--- config.mk ---
export PLATFORM = sky130hd
export DESIGN_NAME = otter_mem_arbiter_flat
export DESIGN_NICKNAME = d
export VERILOG_FILES = /design/src/rtl/otter_mem_pkg.sv /design/src/rtl/otter_mem_arbiter_if.sv /design/src/rtl/otter_mem_wdt.sv /design/src/rtl/otter_mem_arbiter.sv /design/src/flat_wrapper.sv
export SDC_FILE = /design/constraint.sdc
export NUM_CORES = 1
export LEC_CHECK = 0
export CAP_MARGIN = 20
export CORE_MARGIN = 2
export CORE_UTILIZATION = 35
export CTS_CLUSTER_SIZE = 20
export DETAILED_ROUTE_END_ITERATION = 8
export PLACE_DENSITY = 0.77
export SYNTH_ARGS = -nofsm -noshare
export SYNTH_HDL_FRONTEND = slang
export SYNTH_SLANG_ARGS = --single-unit
--- constraint.sdc ---
create_clock -name clk -period 1.59 [get_ports clk]
set_clock_uncertainty 0.05 [all_clocks]
set_input_delay 0.477 -clock clk [delete_from_list [all_inputs] [get_ports clk]]
set_output_delay 0.477 -clock clk [all_outputs]
set_load 0.01 [all_outputs]
--- src/rtl/otter_mem_pkg.sv ---
// otter_mem_pkg: shared types and constants for the OTTER memory arbiter
//   state_t (IDLE/BUSY/RESP), gnt_t (GNT_I/GNT_D), size_t (SZ_B/SZ_H/SZ_W),
//   ERR_DATA returned on a timed-out access, TIMEOUT_DEF default ack budget.
package otter_mem_pkg;
   typedef enum logic [1:0] {IDLE, BUSY, RESP} state_t;
   typedef enum logic {GNT_I, GNT_D} gnt_t;
   typedef enum logic [1:0] {SZ_B, SZ_H, SZ_W} size_t;
   localparam logic [31:0] ERR_DATA = 32'hDEAD_BEEF;
   localparam int TIMEOUT_DEF = 15;
endpackage

--- src/rtl/otter_mem_arbiter_if.sv ---
// otter_mem_arbiter_if: fetch, data and memory handshakes of the OTTER memory arbiter
//   i_*: fetch port, d_*: load/store port, m_*: shared memory port, err/busy: status.
//   slave: the arbiter; master: the control unit plus memory around it.
interface otter_mem_arbiter_if #(parameter int ADDR_W = 32, parameter int DATA_W = 32);
   logic              i_req, i_valid;
   logic [ADDR_W-1:0] i_addr;
   logic [DATA_W-1:0] i_rdata;
   logic              d_req, d_we, d_valid;
   logic [1:0]        d_size;
   logic [ADDR_W-1:0] d_addr;
   logic [DATA_W-1:0] d_wdata, d_rdata;
   logic              m_req, m_we, m_ack;
   logic [1:0]        m_size;
   logic [ADDR_W-1:0] m_addr;
   logic [DATA_W-1:0] m_wdata, m_rdata;
   logic              err, busy;
   modport slave (
      input  i_req, i_addr, d_req, d_we, d_size, d_addr, d_wdata, m_rdata, m_ack,
      output i_rdata, i_valid, d_rdata, d_valid, m_req, m_we, m_size, m_addr, m_wdata, err, busy
   );
   modport master (
      output i_req, i_addr, d_req, d_we, d_size, d_addr, d_wdata, m_rdata, m_ack,
      input  i_rdata, i_valid, d_rdata, d_valid, m_req, m_we, m_size, m_addr, m_wdata, err, busy
   );
endinterface

--- src/rtl/otter_mem_wdt.sv ---
// otter_mem_wdt: ack timeout counter for the OTTER memory arbiter
//   clr: restart at zero, en: count one waiting cycle, expired: this waiting cycle is the last allowed.
import otter_mem_pkg::*;
module otter_mem_wdt #(parameter int TIMEOUT = TIMEOUT_DEF) (
   input  logic clk,
   input  logic rst,
   input  logic clr,
   input  logic en,
   output logic expired
);
   localparam int W = $clog2(TIMEOUT + 1);
   logic [W-1:0] cnt;
   // fires in the cycle whose increment would bring the count to TIMEOUT
   assign expired = en && cnt == W'(TIMEOUT - 1);
   always_ff @(posedge clk)
      cnt <= rst || clr ? '0 : en ? cnt + 1'b1 : cnt;
endmodule

--- src/rtl/otter_mem_arbiter.sv ---
// otter_mem_arbiter: shares one variable-latency memory between fetch and load/store ports
//   clk, rst (sync, active-high); bus: otter_mem_arbiter_if.slave carrying fetch/data
//   request-valid handshakes, memory req/ack handshake, err and busy.
//   Optional ack timeout with ERR_DATA response when OTTER_MEM_TIMEOUT_EN is defined.
import otter_mem_pkg::*;
module otter_mem_arbiter #(
   parameter int ADDR_W  = 32,
   parameter int DATA_W  = 32,
   parameter int TIMEOUT = TIMEOUT_DEF
) (
   input logic clk,
   input logic rst,
   otter_mem_arbiter_if.slave bus
);
   state_t            state;
   gnt_t              gnt, last_grant, pick;
   logic              grant, done;
   logic [DATA_W-1:0] resp_data;
   assign grant = state == IDLE && (bus.i_req || bus.d_req);
   // on a tie the port not granted last wins
   assign pick = bus.i_req && bus.d_req ? (last_grant == GNT_I ? GNT_D : GNT_I)
               : bus.d_req ? GNT_D : GNT_I;
`ifdef OTTER_MEM_TIMEOUT_EN
   logic expired, err_r;
   otter_mem_wdt #(.TIMEOUT(TIMEOUT)) u_wdt (
      .clk(clk), .rst(rst), .clr(grant), .en(state == BUSY && !bus.m_ack), .expired(expired)
   );
   assign done      = state == BUSY && (bus.m_ack || expired);
   assign resp_data = bus.m_ack ? bus.m_rdata : DATA_W'(ERR_DATA);
   assign bus.err   = err_r;
   // set only on leaving BUSY without ack, so it is high exactly in that RESP cycle
   always_ff @(posedge clk)
      err_r <= !rst && done && !bus.m_ack;
`else
   assign done      = state == BUSY && bus.m_ack;
   assign resp_data = bus.m_rdata;
   assign bus.err   = 1'b0;
`endif
   assign bus.m_req   = state == BUSY;
   assign bus.i_valid = state == RESP && gnt == GNT_I;
   assign bus.d_valid = state == RESP && gnt == GNT_D;
   assign bus.busy    = state != IDLE;
   always_ff @(posedge clk) begin
      if (rst) begin
         state       <= IDLE;
         gnt         <= GNT_I;
         last_grant  <= GNT_I;
         bus.m_we    <= 1'b0;
         bus.m_size  <= SZ_B;
         bus.m_addr  <= '0;
         bus.m_wdata <= '0;
         bus.i_rdata <= '0;
         bus.d_rdata <= '0;
      end else begin
         state <= grant ? BUSY : done ? RESP : state == RESP ? IDLE : state;
         if (grant) begin
            gnt         <= pick;
            last_grant  <= pick;
            bus.m_we    <= pick == GNT_D && bus.d_we;
            bus.m_size  <= pick == GNT_D ? bus.d_size : SZ_W;
            bus.m_addr  <= pick == GNT_D ? bus.d_addr : bus.i_addr;
            bus.m_wdata <= pick == GNT_D ? bus.d_wdata : '0;
         end
         if (done && gnt == GNT_I) bus.i_rdata <= resp_data;
         if (done && gnt == GNT_D && !bus.m_we) bus.d_rdata <= resp_data;
      end
   end
endmodule

--- src/flat_wrapper.sv ---
// flat-port wrapper written by rule: the top's interface ports become plain ports
module otter_mem_arbiter_flat 
#(
   parameter int ADDR_W  = 32,
   parameter int DATA_W  = 32,
   parameter int TIMEOUT = TIMEOUT_DEF
)
  (clk, rst, bus_i_req, bus_i_addr, bus_d_req, bus_d_we, bus_d_size, bus_d_addr, bus_d_wdata, bus_m_rdata, bus_m_ack, bus_i_rdata, bus_i_valid, bus_d_rdata, bus_d_valid, bus_m_req, bus_m_we, bus_m_size, bus_m_addr, bus_m_wdata, bus_err, bus_busy);
  otter_mem_arbiter_if #(.ADDR_W(ADDR_W), .DATA_W(DATA_W)) bus_i ();
  input logic clk;
  input logic rst;
  input wire logic [$bits(bus_i.i_req)-1:0] bus_i_req;
  input wire logic [$bits(bus_i.i_addr)-1:0] bus_i_addr;
  input wire logic [$bits(bus_i.d_req)-1:0] bus_d_req;
  input wire logic [$bits(bus_i.d_we)-1:0] bus_d_we;
  input wire logic [$bits(bus_i.d_size)-1:0] bus_d_size;
  input wire logic [$bits(bus_i.d_addr)-1:0] bus_d_addr;
  input wire logic [$bits(bus_i.d_wdata)-1:0] bus_d_wdata;
  input wire logic [$bits(bus_i.m_rdata)-1:0] bus_m_rdata;
  input wire logic [$bits(bus_i.m_ack)-1:0] bus_m_ack;
  output wire logic [$bits(bus_i.i_rdata)-1:0] bus_i_rdata;
  output wire logic [$bits(bus_i.i_valid)-1:0] bus_i_valid;
  output wire logic [$bits(bus_i.d_rdata)-1:0] bus_d_rdata;
  output wire logic [$bits(bus_i.d_valid)-1:0] bus_d_valid;
  output wire logic [$bits(bus_i.m_req)-1:0] bus_m_req;
  output wire logic [$bits(bus_i.m_we)-1:0] bus_m_we;
  output wire logic [$bits(bus_i.m_size)-1:0] bus_m_size;
  output wire logic [$bits(bus_i.m_addr)-1:0] bus_m_addr;
  output wire logic [$bits(bus_i.m_wdata)-1:0] bus_m_wdata;
  output wire logic [$bits(bus_i.err)-1:0] bus_err;
  output wire logic [$bits(bus_i.busy)-1:0] bus_busy;
  assign bus_i.i_req = bus_i_req;
  assign bus_i.i_addr = bus_i_addr;
  assign bus_i.d_req = bus_d_req;
  assign bus_i.d_we = bus_d_we;
  assign bus_i.d_size = bus_d_size;
  assign bus_i.d_addr = bus_d_addr;
  assign bus_i.d_wdata = bus_d_wdata;
  assign bus_i.m_rdata = bus_m_rdata;
  assign bus_i.m_ack = bus_m_ack;
  assign bus_i_rdata = bus_i.i_rdata;
  assign bus_i_valid = bus_i.i_valid;
  assign bus_d_rdata = bus_i.d_rdata;
  assign bus_d_valid = bus_i.d_valid;
  assign bus_m_req = bus_i.m_req;
  assign bus_m_we = bus_i.m_we;
  assign bus_m_size = bus_i.m_size;
  assign bus_m_addr = bus_i.m_addr;
  assign bus_m_wdata = bus_i.m_wdata;
  assign bus_err = bus_i.err;
  assign bus_busy = bus_i.busy;
  otter_mem_arbiter #(.ADDR_W(ADDR_W), .DATA_W(DATA_W), .TIMEOUT(TIMEOUT)) u_core (.clk(clk), .rst(rst), .bus(bus_i));
endmodule
==> impl_results.md, run 1 <==
- Root Driver: clkbuf_16
- Final Max Slew Viols: 0
- Tcrit/Tclk final: 1.03
- Pwr/cell area: 1170 nW/µm²
- TritonCTS Buffers: 17
- Share of the synthesized area in the top cell type: 0.547
- Seq/Total Area, Yosys: 0.547
- Row count: 43
- Critical Path RT: 1.06 ns
- Worst EP arrival: 1.10 ns
- Count of input and output buffers: 270
- Slowest stage delay, CP: 0.37 ns
- Core Region: 13800 µm²
- HP Class: flop to flop
- Startpoint types: flop
- Reg2Reg Depth: 5
- Final ANT Viol Nets: 0
- Post-route setup TNS: -0.0675 ns
- Fin nets: 906
- First-pass GRT wire length: 24.5 mm
- TritonCTS clock tree: done
- Synth Area per Inst: 9.83 µm²
- DR DRC count: 0
- CTS Buffer Depth: 2
- Seq cells post-synth: 134
- Grt ovf: 0
- Number of H-tree levels: 4
- Maximum clock frequency: 613 MHz
- Final hold slack: 0.401 ns
- Crit-path leading delay family: flip-flops
- Final Setup Violations: 2
- Layout cells sized above 1: 0.109
- Chip height: 122 µm
- Synth cell types: 31
- Antenna diodes: 0
- Max Cap Violations: 0
- WHS Endpoint: u_core.bus.i_rdata[9]
- Clk_lat worst skew: 0.40 ns
- Yosys top cell by area: dfxtp_1
- Post-layout worst setup margin: -0.0408 ns
- Commonest non-fill, non-tap cells in the layout: 132 x clkdlybuf4s50_1, 130 x dfxtp_1, 76 x dlygate4sd2_1
- Hold_sp: u_core.bus.i_rdata[9]
- Crit. path cell count: 2
- Cell count after synthesis: about 500
- Worst path bufs/invs: 1
- Drt first pass iters: 5
- I/O Pins: approximately 270
- Area Overhead vs Synth: 74.3%
- Initial antenna violation count: 0
- Via-to-Cell Ratio: 5.09
- Most common cell after layout, fill and taps aside: clkdlybuf4s50_1
- Vias: between 4000 and 5000
- Fin crit period: 1.63 ns
- DIE WIDTH: 122 µm
- Vias in the first global route: 4717
- WL final: around 17 mm
- Status: finished, violations left
- Total leakage power: 3.62 nW
- Crit. End Element: primary output
- CP max stage cell: dfxtp_4
- Worst R2R Start: u_core.gnt
- Worst path cell trace: and3b_1 > buf_6
- GP Congestion: 0.823
- Reg clk slew, reported paths: 0.06 ns
- Setup CP Type: flop to primary output
- GRT Overall Usage: 0.211
- Hold Violations, Final: 0
- Wire per inst: 17.5 µm
- Post-Syn Area: 4910 µm²
- Reg-to-reg slack, setup: 0.07 ns
- Post-detail-place hpwl: around 12 mm
- Full die area: 15000 µm²
- Failing checks: setup timing
- Largest net degree at the start of global routing: 67
- Largest fanout on the critical path: 6
- Unrepaired setup endpoints after global routing: true
- Initial Utilization: 0.356
- Worst vdd ir: 668 µV
- Syn nets: roughly 640
- Synth warnings: 0
- Largest cells by area after synthesis: dfxtp_1 55%, a21oi_1 6.6%, mux2i_1 6.5%
- Sink Count: approximately 130
- Hold Crit Depth: 2
- Initial drt markers: around 300
- RR Endpoint: u_core.bus.m_wdata[4]
-- repair_timing --
action,4_1_cts,5_1_grt
resized for setup,176,56
endpoints found under the setup margin,140,122
hold buffers,0,0
setup buffers,0,2
cloned,1,4
pin swaps,1,4
-- metrics by stage --
step | setup WS [ns] | cell area [µm²] | cells | util | power (mW)
2_1_floorplan | 0.0402 | 4910 | 499 | - | 4.66
3_3_place_gp | -0.388 | 7880 | 924 | 0.572 | 5.83
3_5_place_dp | -0.458 | 7880 | 924 | 0.572 | 5.87
4_1_cts | -0.0723 | 8410 | 957 | 0.611 | 9.94
5_1_grt | -0.0899 | 8550 | 963 | 0.621 | 10.3
6_report | -0.0408 | 8550 | 963 | 0.621 | 9.97
-- cell type report --
class	instances	area, µm²
clock buffers	23	458
clock inverters	9	174
fillers	1186	5220
inverters	1	3.75
multi-input cells	314	2000
flip-flops and latches	134	2690
well taps	180	225
repair buffers	302	3000
-- cells in the mapped netlist, drive strengths merged --
| master | count |
|---|---|
| a211oi | 1 |
| nand4bb | 1 |
| nand3b | 2 |
| a21oi | 66 |
| nor3b | 1 |
| a21boi | 1 |
| nand2b | 1 |
| o2bb2ai | 32 |
| or2 | 1 |
| a21o | 1 |
| conb | 1 |
| clkbuf | 18 |
| buf | 32 |
| nor4bb | 1 |
| dfxtp | 134 |
| mux2i | 32 |
| nand3 | 32 |
| o21ai | 33 |
| nor3 | 1 |
| nand2 | 64 |
| nor2 | 3 |
| or2b | 1 |
| inv | 1 |
| a22o | 34 |
| and3b | 3 |
| nor2b | 2 |
-- cell families (layout without fill, tap and decap cells) --
family | count (synthesis) | in the layout | share of synthesized area
buffers and inverters | 51 | 335 | 0.0559
AOI/OAI and AO/OA | 168 | 168 | 0.225
muxes | 32 | 32 | 0.0653
other | 1 | 1 | 0.000764
and+or+nand+nor | 113 | 113 | 0.106
DFF | 134 | 134 | 0.547
-- worst min-delay path: stages, from the launching register on --
cell     delay, ns
dfxtp_1       0.30
nand2_1       0.05
a21oi_1       0.05
-- worst max-delay path by stage --
stage,slack [ns],endpoint,startpoint
2_1_floorplan,0.04,u_core.bus.m_we,bus_d_req
3_3_place_gp,-0.39,u_core.bus.m_wdata[24],bus_i_req
3_5_place_dp,-0.46,u_core.bus.m_addr[9],bus_i_req
4_1_cts,-0.07,u_core.bus.m_addr[7],bus_i_req
5_1_grt,-0.09,bus_d_valid,u_core.state[0]
6_report,-0.04,bus_d_valid,u_core.state[0]
-- layer usage --
| layer | part of all wire | GRT usage | wire length (µm) | vias up |
|---|---|---|---|---|
| met3 | 0.076 | 0.0618 | 1280 | 31 |
| met2 | 0.51 | 0.375 | 8600 | 232 |
| met5 | 0 | 0 | 0 | - |
| li1 | - | - | - | 2328 |
| met4 | 0.026 | 0.0862 | 440 | 0 |
| met1 | 0.39 | 0.236 | 6490 | 2308 |
-- state kept, by name, indices dropped and copies added, names as in the netlist --
name                flops
u_core.bus.i_rdata     32
u_core.gnt              1
u_core.bus.m_size       2
u_core.state            2
u_core.bus.m_addr      32
u_core.bus.m_we         1
u_core.bus.d_rdata     32
u_core.bus.m_wdata     32
-- report_power, final --
group / switching (mW) / internal [mW] / total (mW)
Combinational: 0.922 / 1.04 / 1.96
Clock: 1.39 / 2.82 / 4.21
Sequential: 0.168 / 3.64 / 3.80
No activity file was read; power rests on OpenSTA's default activity.
==> run 2: changes to the inputs <==
==> constraint.sdc (replaced) <==
create_clock -name clk -period 1.59 [get_ports clk]
set_clock_uncertainty 0.05 [all_clocks]
set_input_delay 0.2385 -clock clk [delete_from_list [all_inputs] [get_ports clk]]
set_output_delay 0.2385 -clock clk [all_outputs]
set_load 0.01 [all_outputs]
==> run 2 against run 1 <==
The run now ends clean. Cell count is 0.73% lower. Wire length is 1.4% lower. Total power down 6.6%. Critical path type unchanged.
==> impl_results.md, run 2 (synthesized netlist as in run 1, its figures left out) <==
- Largest net degree at the start of global routing: 67
- TritonCTS Buffers: 17
- Finished Cell Area: ~8300 µm²
- TritonCTS clock tree: done
- Sink Count: between 100 and 150
- Final ANT Viol Nets: 0
- Wire per inst: 17.3 µm
- Core Region: around 14000 µm²
- Status: finished clean
- Vias in the first global route: around 4900
- Commonest non-fill, non-tap cells in the layout: 135 x clkdlybuf4s50_1, 132 x dfxtp_1, 118 x dlygate4sd2_1
- Worst vdd ir: 665 µV
- Fin nets: 900
- DR DRC count: 0
- Register area: approximately 2700 µm²
- Reg clk slew, reported paths: around 0.050 ns
- Initial antenna violation count: 0
- Final hold slack: 0.345 ns
- Hold Violations, Final: 0
- Fin crit period: between 1.5 and 2 ns
- Initial Utilization: 0.356
- WL final: 16.6 mm
- Placed cells: 925
- Most common cell after layout, fill and taps aside: clkdlybuf4s50_1
- Area Overhead vs Synth: 70.0%
- Slowest stage delay, CP: 0.53 ns
- Full die area: 15000 µm²
- Total leakage power: 3.85 nW
- Critical Path RT: 1.30 ns
- Setup CP Type: flop to primary output
- CTS Buffer Depth: 2
- CP max stage cell: clkdlybuf4s50_1
- Layout Cells excl Fill: roughly 960
- Startpoint types: flop
- Count of input and output buffers: 270
- Maximum clock frequency: approximately 650 MHz
- Crit. End Element: primary output
- Pwr/cell area: about 1100 nW/µm²
- Worst path bufs/invs: 1
- Worst path cell trace: clkdlybuf4s50_1
- Fillers: 1187
- Clk_lat worst skew: 0.41 ns
- Vias: 4815
- Post-detail-place hpwl: 12.2 mm
- Unrepaired setup endpoints after global routing: true
- Chip height: between 100 and 150 µm
- Hold_sp: rst
- GRT Overall Usage: 0.222
- Root Driver: clkbuf_16
- Max Cap Violations: 0
- Layout cells sized above 1: 0.0786
- Placement Cell Area: 7890 µm²
- Final Setup Violations: 0
- Multi-input gate area: 1990 µm²
- Power Total: a little over 9 mW
- Crit-path leading delay family: buffers and inverters
- Drt first pass iters: 7
- Initial drt markers: 332
- CP Launch Point: u_core.bus.d_rdata[4]
- First-pass GRT wire length: 25.4 mm
- Via-to-Cell Ratio: 5.04
- Row count: 43
- Antenna diodes: 0
- I/O Pins: 272
- DIE WIDTH: 122 µm
- Hold buffer count at cts: 0
- Worst R2R Start: u_core.gnt
- Number of H-tree levels: 4
- Grt ovf: 0
- Largest fanout on the critical path: 2
- Worst EP arrival: 1.26 ns
- Final Max Slew Viols: 0
- GP Congestion: a little over 0.8
- Tcrit/Tclk final: 0.974
- HP Class: input port to flop
## run 2: cell count changes in the layout (fill, tap and decap cells not counted), sizes merged
cell           change
clkdlybuf4s50      +3
buf                -8
dlygate4sd2       +42
clkdlybuf4s15     -48
bufinv             -4
dlymetal6s2s      +11
clkinv             -2
clkbuf             -1
## run 2: where the power goes
group,total [mW],internal [mW],switching [mW]
Combinational,1.84,0.954,0.891
Sequential,3.80,3.64,0.160
Clock,3.67,2.34,1.33
## run 2: timing repair
action                     4_1_cts  5_1_grt
gates resized for setup        126       18
setup endpoints to repair      121       17
buffers inserted                 0        0
## run 2: stage by stage
stage | setup slack (ns) | setup TNS (ns) | util
after floorplan | 0.191 | 0 | -
after global placement | -0.148 | -12.67 | 0.573
after detailed placement | -0.228 | -18.31 | 0.573
after CTS | 0.00140 | 0 | 0.602
after global routing | -0.00581 | -0.00656 | 0.606
final | 0.0407 | 0 | 0.606
## run 2: metal layers
layer | track usage | vias to the layer above | share of wire
met4 | 0.102 | 0 | 0.023
met1 | 0.244 | 2251 | 0.37
met3 | 0.0632 | 25 | 0.082
li1 | - | 2312 | -
met2 | 0.394 | 227 | 0.52
met5 | 0 | - | 0
## run 2: layout make-up
cell class | count | area share
Clock buffer | 28 | 0.0619
Clock inverter | 3 | 0.00480
Inverter | 1 | 0.000450
Multi-Input combinational cell | 314 | 0.238
Sequential cell | 134 | 0.322
Tap cell | 180 | 0.0270
Timing Repair Buffer | 296 | 0.345
## run 2: worst paths after layout
kind         slack (ns)  depth (start not counted)                      to
max                0.04                          1          bus_d_rdata[4]
min                0.34                          3   u_core.bus.i_rdata[7]
max reg2reg        0.13                          5   u_core.bus.m_addr[30]
min reg2reg        0.40                          2  u_core.bus.i_rdata[12]
## run 2: worst min-delay path: cells and delay by family
family,cells,cell delay [ns]
buffers and inverters,2,0.39
AO/OA/AOI/OAI,1,0.13
